## src/rtl/sm4_pkg.sv

```systemverilog
// Shared SM4 key-schedule constants, FSM state type and the L' linear transform.
package sm4_pkg;

    localparam int unsigned NumRounds = 32;
    localparam int unsigned WordWidth = 32;

    localparam logic [WordWidth-1:0] FK0 = 32'ha3b1bac6;
    localparam logic [WordWidth-1:0] FK1 = 32'h56aa3350;
    localparam logic [WordWidth-1:0] FK2 = 32'h677d9197;
    localparam logic [WordWidth-1:0] FK3 = 32'hb27022dc;

    typedef enum logic [1:0] {
        StIdle,
        StExpand,
        StDone
    } state_e;

    // L'(B) = B ^ (B <<< 13) ^ (B <<< 23)
    function automatic logic [WordWidth-1:0] l_prime(input logic [WordWidth-1:0] b);
        return b ^ {b[18:0], b[31:19]} ^ {b[8:0], b[31:9]};
    endfunction

endpackage

```

## src/rtl/sm4_sbox.sv

```systemverilog
// SM4 8-bit S-box, pure combinational table lookup.
module sm4_sbox (
    input  logic [7:0] in_byte,
    output logic [7:0] out_byte
);

    localparam logic [0:255][7:0] Sbox = {
        128'hd690e9fecce13db716b614c228fb2c05,
        128'h2b679a762abe04c3aa44132649860699,
        128'h9c4250f491ef987a33540b43edcfac62,
        128'he4b31ca9c908e89580df94fa758f3fa6,
        128'h4707a7fcf37317ba83593c19e6854fa8,
        128'h686b81b27164da8bf8eb0f4b70569d35,
        128'h1e240e5e6358d1a225227c3b01217887,
        128'hd40046579fd327524c3602e7a0c4c89e,
        128'heabf8ad240c738b5a3f7f2cef96115a1,
        128'he0ae5da49b341a55ad933230f58cb1e3,
        128'h1df6e22e8266ca60c02923ab0d534e6f,
        128'hd5db3745defd8e2f03ff6a726d6c5b51,
        128'h8d1baf92bbddbc7f11d95c411f105ad8,
        128'h0ac13188a5cd7bbd2d74d012b8e5b4b0,
        128'h8969974a0c96777e65b9f109c56ec684,
        128'h18f07dec3adc4d2079ee5f3ed7cb3948
    };

    assign out_byte = Sbox[in_byte];

endmodule

```

## src/rtl/sm4_key_expand.sv

```systemverilog
// Iterative SM4 key expansion: one round key per cycle into a 32-word store read by round.
// Define SM4_KEY_CLEAR_EN to add the clear_in zeroize pulse and a reset on the key store.
module sm4_key_expand
    import sm4_pkg::*;
(
    input  logic         clk,
    input  logic         rst_n,
    input  logic         key_valid,
    input  logic [127:0] key_in,
    output logic         key_ready,
    output logic         keys_valid,
    input  logic         decrypt_in,
    input  logic [4:0]   round_in,
`ifdef SM4_KEY_CLEAR_EN
    input  logic         clear_in,
`endif
    output logic [31:0]  rk_out
);

    state_e      state_q, state_d;
    logic [4:0]  cnt_q, cnt_d;
    logic        keys_valid_q, keys_valid_d;
    logic [31:0] k_q [4];
    logic [31:0] k_d [4];
    logic [31:0] store_q [NumRounds];
    logic [31:0] rk_out_q;
    logic [31:0] ck, sbox_in, sbox_out, rk_new;
    logic [7:0]  ck_base;
    logic [4:0]  rd_idx;
    logic        store_we, clear;

`ifdef SM4_KEY_CLEAR_EN
    assign clear = clear_in;
`else
    assign clear = 1'b0;
`endif

    // CK byte j = (4*cnt + j) * 7 mod 256, MSB first
    always_comb begin
        ck      = '0;
        ck_base = {1'b0, cnt_q, 2'b00};
        for (int j = 0; j < 4; j++) begin
            ck[8*(3-j) +: 8] = (ck_base + 8'(j)) * 8'd7;
        end
    end

    assign sbox_in = k_q[1] ^ k_q[2] ^ k_q[3] ^ ck;

    for (genvar g = 0; g < 4; g++) begin : g_sbox
        sm4_sbox u_sbox (
            .in_byte  (sbox_in[8*g +: 8]),
            .out_byte (sbox_out[8*g +: 8])
        );
    end

    assign rk_new    = k_q[0] ^ l_prime(sbox_out);
    assign key_ready = (state_q != StExpand) && !clear;
    assign rd_idx    = decrypt_in ? ~round_in : round_in;

    always_comb begin
        state_d      = state_q;
        cnt_d        = cnt_q;
        keys_valid_d = keys_valid_q;
        k_d          = k_q;
        store_we     = 1'b0;
        case (state_q)
            StIdle, StDone: begin
                if (key_valid && key_ready) begin
                    k_d[0]       = key_in[127:96] ^ FK0;
                    k_d[1]       = key_in[95:64]  ^ FK1;
                    k_d[2]       = key_in[63:32]  ^ FK2;
                    k_d[3]       = key_in[31:0]   ^ FK3;
                    cnt_d        = '0;
                    keys_valid_d = 1'b0;
                    state_d      = StExpand;
                end
            end
            StExpand: begin
                store_we = 1'b1;
                k_d      = '{k_q[1], k_q[2], k_q[3], rk_new};
                cnt_d    = cnt_q + 5'd1;
                if (cnt_q == 5'(NumRounds - 1)) begin
                    keys_valid_d = 1'b1;
                    state_d      = StDone;
                end
            end
            default: state_d = StIdle;
        endcase
        // Zeroize overrides everything, including an in-flight expansion
        if (clear) begin
            store_we     = 1'b0;
            k_d          = '{default: '0};
            keys_valid_d = 1'b0;
            state_d      = StIdle;
        end
    end

    always_ff @(posedge clk or negedge rst_n) begin
        if (!rst_n) begin
            state_q      <= StIdle;
            cnt_q        <= '0;
            keys_valid_q <= 1'b0;
            rk_out_q     <= '0;
            for (int i = 0; i < 4; i++) k_q[i] <= '0;
        end else begin
            state_q      <= state_d;
            cnt_q        <= cnt_d;
            keys_valid_q <= keys_valid_d;
            rk_out_q     <= store_q[rd_idx];
            k_q          <= k_d;
        end
    end

`ifdef SM4_KEY_CLEAR_EN
    always_ff @(posedge clk or negedge rst_n) begin
        if (!rst_n) begin
            for (int i = 0; i < NumRounds; i++) store_q[i] <= '0;
        end else if (clear) begin
            for (int i = 0; i < NumRounds; i++) store_q[i] <= '0;
        end else if (store_we) begin
            store_q[cnt_q] <= rk_new;
        end
    end
`else
    always_ff @(posedge clk) begin
        if (store_we) store_q[cnt_q] <= rk_new;
    end
`endif

    assign keys_valid = keys_valid_q;
    assign rk_out     = rk_out_q;

endmodule

```

## config.mk

```make
export PLATFORM = sky130hd
export DESIGN_NAME = sm4_key_expand
export DESIGN_NICKNAME = d
export VERILOG_FILES = /design/src/rtl/sm4_pkg.sv /design/src/rtl/sm4_sbox.sv /design/src/rtl/sm4_key_expand.sv
export SDC_FILE = /design/constraint.sdc
export NUM_CORES = 2
export LEC_CHECK = 0
export CORE_MARGIN = 4
export CORE_UTILIZATION = 35
export DETAILED_ROUTE_END_ITERATION = 10
export MAX_ROUTING_LAYER = met4
export SKIP_LAST_GASP = 1
export SYNTH_ARGS = -nofsm -noshare
export SYNTH_HDL_FRONTEND = slang
export SYNTH_SLANG_ARGS = --single-unit
```

## constraint.sdc

```tcl
create_clock -name clk -period 16.92 [get_ports clk]
set_input_delay 5.076 -clock clk [delete_from_list [all_inputs] [get_ports clk]]
set_output_delay 5.076 -clock clk [all_outputs]
set_load 0.01 [all_outputs]
```

==> qor.csv <==
stage;metric;value;unit
sta;clock_skew;55.5;ps
clock_tree;cts_tree;built;
grt;antenna_found_initial;7;
detailed_routing;wire_per_inst;31.4;um
cells_and_area;fin_cells;7024;
synth;seq_area_frac_synth;57.3;%
synth;yosys.area_share.xor_xnor;3.94;%
sta;tightest_slew;1320;ps
detailed_routing;ant_nets;0;
placed_design;place_congestion;0.998;
sta;timing.setup.tns;0;ps
floorplanning;row_count;152;
min_path;hold_path_end;k_q[104];
critical_path;reg2reg_slack;9030;ps
critical_path;path_buf_inv;4;
critical_path;crit_family;buffers and inverters;
critical_path;r2r_cells;15;
sta;fmax;0.107;GHz
synth;synth.avg_cell_area;13.4;um2
grt;grt_max_degree;112;
placed_design;dpl_cell_area;65900;um2
synth;synth_fp_nets;4745;
synth;yosys_warnings;0;
grt;grt_pass1_wl;316000;um
critical_path;crit_type;in2reg;
min_path;hp-class;reg2reg;
synth;synth-adder-area-share;1.24;%
grt;grt_overflow_total;0;
detailed_routing;drt_first_pass_iters;9;
critical_path;start_kind;primary input;
critical_path;required;17550;ps
clock_tree;clockBufferDepth;3;
synth;synth_top_family_by_area;compound AO/OA/AOI/OAI gates;
clock_tree;clock_latency;760;ps
synth;yosysTopAreaCellShare;50.4;%
clock_tree;path_clk_slew;70;ps
clock_tree;cts_buffers;120;
floorplanning;die_x;426;um
critical_path;cpPeakStageDelay;930;ps
critical_path;crit_path_top_delay_cell;clkdlybuf4s50_1;
run;cap_violations;0;
synth;syn-instance-count;4554;
floorplanning;die_y;426;um
run_status;status;finished, final reports clean;
synth;synth-compound-area-share;13.8;%
detailed_routing;routed_wl;221000;um
sta;period_needed;9330;ps
cells_and_area;fillers;15800;
critical_path;r2r-start;cnt_q[0];
sta;rsz0062_at_grt;false;
detailed_routing;first_iter_violations;6836;
synth;synth.area.top_cells;edfxtp_1 (50%), mux4_2 (12%), dfrtp_1 (6.9%);
floorplanning;initial_utilization;35.4;%
sta;final-hold-violation-count;0;
clock_tree;cts_resized;0;
critical_path;path_common_cell;buf_4;
critical_path;worstReg2RegEnd;store_q[20][13];
grt;grt_pass1_vias;43000;
cells_and_area;area_growth;14.8;%
synth;ys_top_cells_by_count;edfxtp_1 (1024), nand2_1 (409), nor2_1 (331);
critical_path;cp_num_cells;8;
cells_and_area;seq_area;35000;um2
synth;synth_most_common_cell;edfxtp_1;
detailed_routing;via_per_inst;6.36;
floorplanning;dieArea;181000;um2
critical_path;cp_max_fo;68;
cells_and_area;drive_gt1_share;17.6;%
synth;yosys.area_share.simple;7.76;%
detailed_routing;vias;44700;
min_path;min-delay-start;k_q[104];
clock_tree;postCtsSetupRepairBufs;0;
sta;slew_viol_final;0;
placed_design;dp_cells;6784;
synth;ys_async_sr_fraction;14.1;%
synth;synth_top_area_cell;edfxtp_1;
critical_path;path_cells;clkdlybuf4s50_1 > xor2_4 > buf_4 > buf_4 > buf_4 > mux4_2 > mux4_2 > mux2_2;
sta;post-route-period-util;55.2;%
synth;netlist_area;61000;um2
cells_and_area;design_area;70000;um2
synth;synth-seq-cells;1192;
critical_path;worstPathArrival;9960;ps
floorplanning;ios;171;
sta;finalSetupViolCount;0;
placed_design;dp_hpwl;129000;um
clock_tree;cts_root_buf;clkbuf_16;
floorplanning;core_area;172000;um2
synth;synth_edf_count;1024;
clock_tree;cts.sinks;1192;
placed_design;port_buffers;170;
sta;worst_slew_margin_rel;11.9;%
detailed_routing;drc;0;
min_path;worst_hold_path.num_cells;2;
cells_and_area;multi_input_area;25000;um2
synth;synthDistinctLibCells;98;
synth;synth_flop_cell;edfxtp_1;
grt;grtUsageTotal;24.5;%
critical_path;endpoint_kind;flop;
synth;synthMuxAreaShare;12.9;%
cells_and_area;fin_nets;4787;
clock_tree;ctsHoldBuffers;0;
clock_tree;ctsHtreeMaxLevel;3;
-- metal layers --
| metal | routed length, um | track usage, % |
|---|---|---|
| met5 | 0 | - |
| met4 | 10400 | 9.68 |
| met3 | 21200 | 4.71 |
| met2 | 103000 | 37.3 |
| met1 | 86300 | 32.4 |
-- how the worst max path moves through the flow --
stage               startpoint    endpoint  slack, ps
global route        decrypt_in   rk_out[1]       7490
floorplan           decrypt_in   rk_out[0]       8990
finish              decrypt_in  rk_out[27]       7590
detailed placement  decrypt_in   rk_out[1]       6820
global placement    decrypt_in   rk_out[1]       6880
CTS                 decrypt_in  rk_out[27]       7630
-- worst reg2reg max path: cells and delay by family, from the launching register on --
| family | cells | cell delay, ps |
|---|---|---|
| and+or+nand+nor | 1 | 360 |
| adders and majority gates | 2 | 1280 |
| AOI/OAI and AO/OA | 4 | 1610 |
| xor gates and xnor gates | 4 | 2010 |
| DFF | 1 | 320 |
| buffers and inverters | 4 | 1970 |
-- cell type report --
cell class                 instances  share of cell area [%]
multi-input combinational       2919                    35.7
clock buffer                     144                    4.46
antenna                           10                  0.0357
timing repair buffer             328                    4.17
inverter                          35                   0.189
sequential                      1192                    49.9
clock inverter                    86                    1.40
tap                             2310                    4.13
-- registers in the layout, indices dropped and copies added, names as in the netlist --
signal and count:
store_q 1024, k_q 128, rk_out 32, cnt_q 5, state_q 2, keys_valid 1
-- layout by cell type, fill, tap and decap left out, types with 33 or more instances in the layout --
| cell type | Yosys | layout |
|---|---|---|
| clkdlybuf4s50_1 | 0 | 169 |
| a311oi_1 | 35 | 35 |
| ha_1 | 49 | 49 |
| nor2_1 | 331 | 298 |
| o211ai_1 | 70 | 70 |
| nor2_4 | 0 | 33 |
| xnor2_1 | 105 | 76 |
| mux4_2 | 321 | 321 |
| o21ai_0 | 223 | 223 |
| a21oi_1 | 218 | 218 |
| nand2_1 | 409 | 409 |
| a211oi_1 | 64 | 64 |
| nor3_1 | 87 | 87 |
| mux2_2 | 34 | 34 |
| xor2_1 | 49 | 36 |
| a221o_1 | 57 | 57 |
| dfrtp_1 | 168 | 168 |
| a2111oi_0 | 36 | 36 |
| buf_4 | 12 | 156 |
| edfxtp_1 | 1024 | 1024 |
| nand3_1 | 108 | 108 |
| o22ai_1 | 37 | 37 |
| a31oi_1 | 73 | 73 |
| a22oi_1 | 56 | 56 |
| clkbuf_16 | 0 | 120 |
-- kinds of logic (layout without fill, tap and decap cells) --
| kind of cell | count (synthesis) | count (layout) |
|---|---|---|
| other cells | 0 | 10 |
| mux | 379 | 379 |
| compound gates | 1196 | 1196 |
| flops | 1192 | 1192 |
| fa+ha+maj | 58 | 58 |
| xor+xnor | 203 | 203 |
| simple gates | 1083 | 1083 |
| buf+inv | 443 | 593 |
-- per-stage QoR --
step                setup WS (ps)  util [%]  hold slack (ps)
floorplan                    8990         -              448
global placement             6880      38.2              472
detailed placement           6820      38.2              471
CTS                          7630      40.6              489
global route                 7490      40.6              516
finish                       7590      40.6              488
Power is not shown: default switching activity piles up to over one toggle a cycle in this logic, so the estimate is an artifact.
